$ cat src/rtl/alu_pkg.sv
// Shared definitions for the ALU result path: status codes, default widths,
// the stored entry layout and the buffer occupancy classes.
package alu_pkg;

    localparam int K_DEFAULT = 8;

    localparam logic [3:0] ST_OK  = 4'b0000;
    localparam logic [3:0] ST_OVF = 4'b1001;

    typedef struct packed {
        logic [3:0]           status;
        logic [K_DEFAULT-1:0] result;
    } entry_t;

    typedef enum logic [1:0] {
        OCC_EMPTY,
        OCC_PARTIAL,
        OCC_FULL
    } occ_t;

endpackage

$ cat src/rtl/alu_err_tracker.sv
// Sticky error flag and saturating error counter. A new error event always
// wins over a clear in the same cycle.
module alu_err_tracker #(
    parameter int CW = 8
) (
    input  logic          clk,
    input  logic          rst,
    input  logic          err_event,
    input  logic          clr,
    output logic          sticky,
    output logic [CW-1:0] count
);

    localparam logic [CW-1:0] CNT_MAX = '1;

    always_ff @(posedge clk or posedge rst) begin
        if (rst) begin
            sticky <= 1'b0;
            count  <= '0;
        end else if (err_event) begin
            sticky <= 1'b1;
            if (clr) begin
                count <= CW'(1);
            end else if (count != CNT_MAX) begin
                count <= count + CW'(1);
            end
        end else if (clr) begin
            sticky <= 1'b0;
            count  <= '0;
        end
    end

endmodule

$ cat src/rtl/alu_result_buffer.sv
// Small FIFO behind the adder: sanitises error results, hands entries to the
// consumer over valid/ready and feeds the error tracker.
module alu_result_buffer
    import alu_pkg::*;
#(
    parameter int K     = K_DEFAULT,
    parameter int DEPTH = 4,
    parameter int CW    = 8
) (
    input  logic                     i_clk,
    input  logic                     i_rst,
    input  logic                     i_valid,
    input  logic [K-1:0]             i_result,
    input  logic [3:0]               i_status,
    output logic                     o_ready,
    output logic                     o_valid,
    output logic [K-1:0]             o_result,
    output logic [3:0]               o_status,
    input  logic                     i_ready,
    input  logic                     i_clr_err,
    output logic                     o_err_sticky,
    output logic [CW-1:0]            o_err_count,
    output logic [$clog2(DEPTH):0]   o_count
);

    localparam int AW = $clog2(DEPTH);
    localparam int NW = AW + 1;

    typedef struct packed {
        logic [3:0]   status;
        logic [K-1:0] result;
    } slot_t;

    slot_t         mem [DEPTH];
    slot_t         head;
    logic [AW-1:0] wr_ptr;
    logic [AW-1:0] rd_ptr;
    logic [NW-1:0] count_q;
    logic [NW-1:0] count_next;
    occ_t          occ;
    logic          push;
    logic          pop;
    logic          err_event;

    assign push      = i_valid && o_ready;
    assign pop       = o_valid && i_ready;
    assign err_event = push && (i_status != ST_OK);
    assign o_count   = count_q;

    // Occupancy counter is the only state; the occupancy class is decoded from it.
    always_ff @(posedge i_clk or posedge i_rst) begin
        if (i_rst) begin
            wr_ptr  <= '0;
            rd_ptr  <= '0;
            count_q <= '0;
        end else begin
            count_q <= count_next;
            if (push) begin
                wr_ptr <= wr_ptr + AW'(1);
            end
            if (pop) begin
                rd_ptr <= rd_ptr + AW'(1);
            end
        end
    end

    // Error results are zeroed on the way in so an X never lands in storage.
    always_ff @(posedge i_clk) begin
        if (push) begin
            mem[wr_ptr].status <= i_status;
            mem[wr_ptr].result <= (i_status != ST_OK) ? {K{1'b0}} : i_result;
        end
    end

    always_comb begin
        count_next = count_q;
        case ({push, pop})
            2'b10:   count_next = count_q + NW'(1);
            2'b01:   count_next = count_q - NW'(1);
            default: count_next = count_q;
        endcase
    end

    always_comb begin
        if (count_q == '0) begin
            occ = OCC_EMPTY;
        end else if (count_q == NW'(DEPTH)) begin
            occ = OCC_FULL;
        end else begin
            occ = OCC_PARTIAL;
        end
    end

    always_comb begin
        head     = mem[rd_ptr];
        o_valid  = (occ != OCC_EMPTY);
        o_ready  = (occ != OCC_FULL);
        o_result = (occ != OCC_EMPTY) ? head.result : {K{1'b0}};
        o_status = (occ != OCC_EMPTY) ? head.status : 4'b0000;
    end

    alu_err_tracker #(
        .CW(CW)
    ) u_err (
        .clk       (i_clk),
        .rst       (i_rst),
        .err_event (err_event),
        .clr       (i_clr_err),
        .sticky    (o_err_sticky),
        .count     (o_err_count)
    );

endmodule
$ cat config.mk
export PLATFORM = sky130hd
export DESIGN_NAME = alu_result_buffer
export DESIGN_NICKNAME = d
export VERILOG_FILES = /design/src/rtl/alu_pkg.sv /design/src/rtl/alu_err_tracker.sv /design/src/rtl/alu_result_buffer.sv
export SDC_FILE = /design/constraint.sdc
export NUM_CORES = 1
export LEC_CHECK = 0
export BUFFER_PORTS_ARGS = -buffer_cell sky130_fd_sc_hd__buf_4
export CORE_ASPECT_RATIO = 0.8
export CORE_UTILIZATION = 30
export DETAILED_ROUTE_END_ITERATION = 7
export GPL_ROUTABILITY_DRIVEN = 0
export SLEW_MARGIN = 20
export SYNTH_ARGS = -nofsm -noshare
export SYNTH_HDL_FRONTEND = slang
export SYNTH_SLANG_ARGS = --single-unit
$ cat constraint.sdc
create_clock -name i_clk -period 3.5 [get_ports i_clk]
set_input_delay 0.175 -clock i_clk [delete_from_list [all_inputs] [get_ports i_clk]]
set_output_delay 0.175 -clock i_clk [all_outputs]
set_load 0.05 [all_outputs]
==> results of run 1 <==
## layout make-up
type,instances,area share
sequential,64,0.516
multi-input combinational,93,0.248
timing repair buffer,44,0.0933
clock buffer,9,0.0632
tap,115,0.0404
clock inverter,7,0.0267
inverter,10,0.0119
## worst paths after layout
kind | start | cells past startpoint | slack, ps | end
max | rd_ptr[0] | 3 | 1120 | o_status[3]
min | i_status[1] | 1 | 80 | mem[0][9]
max reg2reg | o_count[0] | 8 | 1240 | o_count[2]
min reg2reg | o_count[2] | 1 | 510 | o_count[2]
max in group asynchronous | i_rst | 3 | 2610 | wr_ptr[1]
min in group asynchronous | i_rst | 3 | 480 | o_count[0]
## routing by layer
layer | part of all wire | up-vias | GRT usage | wire [um]
li1 | - | 754 | - | -
met5 | 0 | - | 0 | 0
met1 | 0.47 | 758 | 0.154 | 2430
met4 | 0.016 | 0 | 0.0467 | 81
met2 | 0.47 | 31 | 0.186 | 2430
met3 | 0.051 | 6 | 0.0530 | 266
## sequential cells by signal, summed over array words and instances (netlist names)
signal	cells
o_count	3
rd_ptr	2
u_err.count	8
wr_ptr	2
mem	48
u_err.sticky	1
## power groups by stage
stage	logic, mW	registers (mW)	clock network, mW
floorplan	0.938	1.17	0
global placement	1.31	1.15	0
detailed placement	1.32	1.16	0
CTS	1.32	1.15	0.964
global route	1.40	1.17	0.995
finish	1.30	1.14	0.945
## logic make-up (layout without fill, tap and decap cells)
group                    count (synthesis)  after routing  share of synthesized area
adder cells (fa/ha/maj)                  7              7                     0.0339
flip-flops                              64             64                      0.656
AND/OR/NAND/NOR                         51             51                      0.117
buffers and inverters                   16             70                     0.0294
XOR/XNOR                                 6              6                     0.0187
multiplexers                            16             16                      0.111
AO/OA/AOI/OAI                           13             13                     0.0347
## what timing repair did
action                                 4_1_cts  5_1_grt
hold buffers                                 1        0
setup buffers                                0        0
endpoints found under the hold margin       16        0
## stage by stage
stage / setup slack, ps / power [mW] / area, um^2 / utilization / cells
after floorplan: 1100 / 2.11 / 2810 / - / 173
after global placement: 1290 / 2.46 / 3240 / 0.356 / 325
after detailed placement: 1190 / 2.48 / 3240 / 0.356 / 325
after CTS: 1080 / 3.43 / 3570 / 0.393 / 342
after global routing: 954 / 3.56 / 3570 / 0.393 / 342
final: 1120 / 3.39 / 3570 / 0.393 / 342
## critical path: cells and delay by family, from the launching register on
| kind | cells | cell delay (ps) |
|---|---|---|
| buffers and inverters | 1 | 180 |
| multiplexers | 1 | 620 |
| AND/OR/NAND/NOR | 1 | 170 |
| flip-flops | 1 | 900 |
## synthesized netlist by cell type
cell type | count | share of area
and4_1 | 1 | 0.0031
o21ai_1 | 5 | 0.0089
mux2_1 | 1 | 0.0040
o211ai_1 | 1 | 0.0027
nor3b_4 | 1 | 0.0067
and3_1 | 4 | 0.0089
inv_1 | 8 | 0.011
ha_1 | 6 | 0.027
edfxtp_1 | 48 | 0.51
nand3_2 | 1 | 0.0036
nor2_1 | 3 | 0.0040
dfrtp_1 | 16 | 0.14
xnor2_1 | 3 | 0.0094
mux2i_1 | 3 | 0.011
and2_1 | 21 | 0.047
buf_2 | 2 | 0.0036
or4_4 | 1 | 0.0040
nand2_1 | 5 | 0.0067
a31oi_1 | 1 | 0.0022
nand4_1 | 3 | 0.0067
clkinv_4 | 1 | 0.0031
a211oi_2 | 1 | 0.0045
a21oi_1 | 4 | 0.0071
nor4_2 | 1 | 0.0045
buf_4 | 2 | 0.0053
nor4_1 | 2 | 0.0045
xor2_1 | 3 | 0.0094
nand3b_1 | 1 | 0.0027
fa_1 | 1 | 0.0071
nand3_1 | 2 | 0.0036
inv_2 | 1 | 0.0013
clkbuf_1 | 1 | 0.0013
o2111ai_4 | 1 | 0.0094
or3_1 | 5 | 0.011
buf_6 | 1 | 0.0040
mux4_2 | 12 | 0.096
==> results_dict.tcl, run 1 <==
set metrics [dict create \
    fillerInstances 867 \
    drt_iter0_drc 72 \
    syn_area_per_cell_um2 16.2 \
    power_density_nw_per_um2 950 \
    diodes 0 \
    cts_tree "built" \
    cts_root_buf "clkbuf_16" \
    first_global_vias 1603 \
    core_area_um2 9080 \
    row_count 31 \
    finalNetCount 246 \
    pwr-share-seq 0.337 \
    grt_max_degree 17 \
    crit_type "reg2out" \
    crit_slowest_cell "dfrtp_1" \
    report.final.slew_viol_count 0 \
    grt-ovfl-total 0 \
    startpoint_type "flip-flop" \
    fin_setup_tns_ps 0 \
    min_path_type "in2reg" \
    via_per_inst 4.53 \
    floorplan.die.width_um 110 \
    cts_inserted_buffers 9 \
    synthToLayoutAreaGrowth_pct 26.9 \
    antenna_found_initial 0 \
    setup_viol 0 \
    dr_total_vias 1549 \
    seqCellArea_um2 1840 \
    final_common_cell "edfxtp_1" \
    worstPathArrival_ps 2200 \
    io_pins 43 \
    postRouteAntennaNets 0 \
    status "finished clean" \
    dp_hpwl_um 3490 \
    cp-end-kind "output pin" \
    initial_core_util 0.309 \
    p_leak_nw 1.38 \
    path_clk_slew_ps 50 \
    multiInputGateArea_um2 885 \
    netlist_instances 173 \
    io_buffer_count 42 \
    syn-cell-area_um2 2810 \
    cpPeakStageDelay_ps 900 \
    grt_setup_unrepaired "false" \
    worstPathRequired_ps 3320 \
    fin_hold_ws_ps 79.8 \
    hold_viol 0 \
    power.internal_mw 2.10 \
    p_sw_frac 0.381 \
    cts_max_level 3 \
    fmax_mhz 421 \
    cts-resized-gates 0 \
    cp_max_fo 14 \
    slew_headroom 0.425 \
    ys_ff_latch 64 \
    p_sw_mw 1.29 \
    wirelength_um 5200 \
    ys_types 36 \
    ys.warnings.count 0 \
    share_comb_of_total_power 0.384 \
    max-cap-violations 0 \
    vdd_ir_drop_max_mv 0.458 \
    path_cells "mux4_2 > and2_1 > buf_4" \
    pwr-share-clk 0.279 \
    synth_nets 197 \
    route.detailed.drc 0 \
    clk_latency_ps 330 \
    period_needed_ps 2380 \
    cts_max_path_buffers 2 \
    clock_sinks 64 \
    wl_per_cell_um 15.2 \
    grt_first_pass_wirelength_um 8320 \
    final_cell_mix "48 x edfxtp_1, 43 x buf_4, 21 x and2_1" \
    die-area_um2 9760 \
    drive_gt1_frac 0.348 \
    firstDrtPassIters 4 \
    timing.final.crit_share 0.679 \
    synth-seq-area-share 0.656 \
    worst_slew_pin_slew_ps 863 \
    grt_usage 0.122 \
    skew_ps 5.67 \
    chipHeight_um 88.5 \
]
Power figures use the tool's default switching activity.
==> run 2: changes to the inputs <==
Settings changed: ABC_AREA set to 1.
Clock period 3.5 ns to 2.25 ns, I/O delays scaled along.
==> run 2 against run 1 <==
  * Count of clock-buffer cells in the layout unchanged
  * Hold slack got worse by 71 ps
  * Clock power increased by 42%
  * Design area increased by 5.8%
  * Via count increased by 37%
  * First-iteration DRC count increased by 21%
  * Flip-flop and latch count unchanged
  * Sequential share of layout area decreased by 2.7 points
  * Largest cell class unchanged
==> results_dict.tcl, run 2 <==
set metrics [dict create \
    fmax_mhz 505 \
    antenna_found_initial 0 \
    critPathLaunch "rd_ptr[0]" \
    status "finished clean" \
    route.detailed.drc 0 \
    io_buffer_count 42 \
    crit_type "reg2out" \
    wirelength_um 6120 \
    report.final.slew_viol_count 0 \
    slew_headroom 0.563 \
    ys.warnings.count 0 \
    power_density_nw_per_um2 1480 \
    cp-end-kind "output pin" \
    worstPathRequired_ps 2140 \
    wl_met1_um 2890 \
    ctsHoldBuffers 4 \
    met2WireLength_um 2860 \
    hold_viol 0 \
    cts_inserted_buffers 9 \
    synth_common_cells "71 x nor2_1, 48 x edfxtp_1, 27 x inv_1, 27 x o21ai_0, 26 x nand2_1" \
    grt_max_degree 26 \
    skew_ps 3.38 \
    p_leak_nw 1.56 \
    share_comb_of_total_power 0.456 \
    grt_usage 0.132 \
    synthArstFlopShare 0.250 \
    wl_per_cell_um 13.0 \
    die-area_um2 10300 \
    cts_root_buf "clkbuf_16" \
    worstPathArrival_ps 1870 \
    cts_setup_buffers 0 \
    synth-seq-area-share 0.621 \
    ys.flop_type "edfxtp_1" \
    clock_sinks 64 \
    finalNetCount 371 \
    io_pins 43 \
    first_global_vias 2013 \
    vdd_ir_drop_max_mv 0.583 \
    largest_reg_flops 48 \
    regMostFlops "mem" \
    synth_area_leaders "edfxtp_1 49%, dfrtp_1 14%, nor2_1 9.0%, o21ai_0 4.6%, inv_1 3.4%" \
    startpoint_type "flip-flop" \
    firstDrtPassIters 4 \
    postRouteAntennaNets 0 \
    pwr-share-seq 0.303 \
    period_needed_ps 1980 \
    pwr-share-clk 0.241 \
    grt-ovfl-total 0 \
    grt_setup_unrepaired "false" \
    floorplan.die.width_um 113 \
    synth_most_common_cell "nor2_1" \
    final_common_cell "nor2_1" \
    drive_gt1_frac 0.247 \
    row_count 32 \
    timing.final.crit_share 0.880 \
    via_per_inst 4.49 \
    p_sw_frac 0.433 \
    yosysTopAreaCell "edfxtp_1" \
    cts_tree "built" \
    cts_max_path_buffers 2 \
    ys_ff_latch 64 \
    core_area_um2 9610 \
    clk_latency_ps 330 \
    dp_hpwl_um 4030 \
    path_clk_slew_ps 50 \
    synth_nets 315 \
    fin_setup_tns_ps 0 \
    p_sw_mw 2.42 \
    min_path_type "in2reg" \
    cts_max_level 3 \
    netlist_instances 291 \
    worst_slew_pin_slew_ps 655 \
    synthToLayoutAreaGrowth_pct 27.3 \
    cp_max_fo 18 \
    dr_total_vias 2115 \
    grt_first_pass_wirelength_um 10100 \
    fillerInstances 936 \
    utilization 0.393 \
    power.internal_mw 3.17 \
    chipHeight_um 90.9 \
    highest_layer "met4" \
    initial_core_util 0.309 \
    max-cap-violations 0 \
    diodes 0 \
    r2r_start "o_count[0]" \
    final_cell_mix "71 x nor2_1, 51 x buf_4, 48 x edfxtp_1" \
    synth_top_area_frac 0.486 \
    ys_types 29 \
    synth-edff-count 48 \
    syn-cell-area_um2 2970 \
    setup_viol 0 \
    syn_area_per_cell_um2 10.2 \
    drt_iter0_drc 87 \
    cts-resized-gates 0 \
    route.met3.wl_um 264 \
    min_from "i_status[2]" \
]
==> run 2: cell count changes in the layout (fill, tap and decap cells not counted), moves of 9 or more <==
cell	previous run	this run
a21oi_1	4	13
nand2_1	5	26
o21ai_0	0	27
nor2_1	3	71
mux4_2	12	0
nand3_1	2	16
and2_1	21	0
inv_1	8	27
==> run 2: critical path, cell delays in order, from the launching register on <==
cell     delay [ps]
dfrtp_1         530
buf_4           300
nor2_1           70
nor2_1           70
o21ai_0          80
a21oi_1         240
buf_4           240
==> run 2: power groups by stage <==
stage / registers (mW) / logic [mW] / clock network (mW)
finish: 1.69 / 2.54 / 1.34
global route: 1.73 / 2.76 / 1.42
CTS: 1.70 / 2.57 / 1.37
detailed placement: 1.72 / 2.56 / 0
global placement: 1.71 / 2.54 / 0
floorplan: 1.84 / 1.68 / 0
==> run 2: layer usage <==
layer | track usage | up-vias
li1 | - | 1078
met1 | 0.177 | 987
met2 | 0.196 | 41
met3 | 0.0356 | 9
met4 | 0.0625 | 0
met5 | 0 | -
==> run 2: worst paths after layout <==
check | slack (ps) | end | depth (start not counted)
max | 270 | o_result[2] | 6
min | 9 | mem[1][10] | 1
max in group asynchronous | 1350 | o_count[2] | 3
min reg2reg | 480 | u_err.sticky | 2
min in group asynchronous | 440 | rd_ptr[1] | 3
max reg2reg | 320 | o_count[2] | 11
==> run 2: layout make-up <==
cell class	count	area, um^2	area share
Sequential cell	64	1850	0.489
Clock inverter	7	71.3	0.0189
Timing Repair Buffer	55	423	0.112
Inverter	31	116	0.0308
Multi-Input combinational cell	186	943	0.250
Clock buffer	9	225	0.0597
Tap cell	119	149	0.0395
==> run 2: cell families (layout without fill, tap and decap cells) <==
group	count (synthesis)	in the layout	share of synthesized area
AO/OA/AOI/OAI	48	48	0.0878
XOR/XNOR	4	4	0.0118
AND/OR/NAND/NOR	127	127	0.187
flip-flops	64	64	0.621
buffers and inverters	41	102	0.0608
adder cells (fa/ha/maj)	7	7	0.0321
==> run 2: through the flow <==
step | cells | setup WS, ps | cell area (um^2) | hold slack [ps] | power [mW]
after global placement | 451 | 364 | 3440 | 263 | 4.25
after CTS | 471 | 267 | 3770 | 2.26 | 5.64
after floorplan | 291 | 75.1 | 2970 | 26.0 | 3.52
final | 471 | 269 | 3770 | 9.18 | 5.58
after detailed placement | 451 | 315 | 3440 | 264 | 4.28
after global routing | 471 | 97.0 | 3770 | 4.99 | 5.91
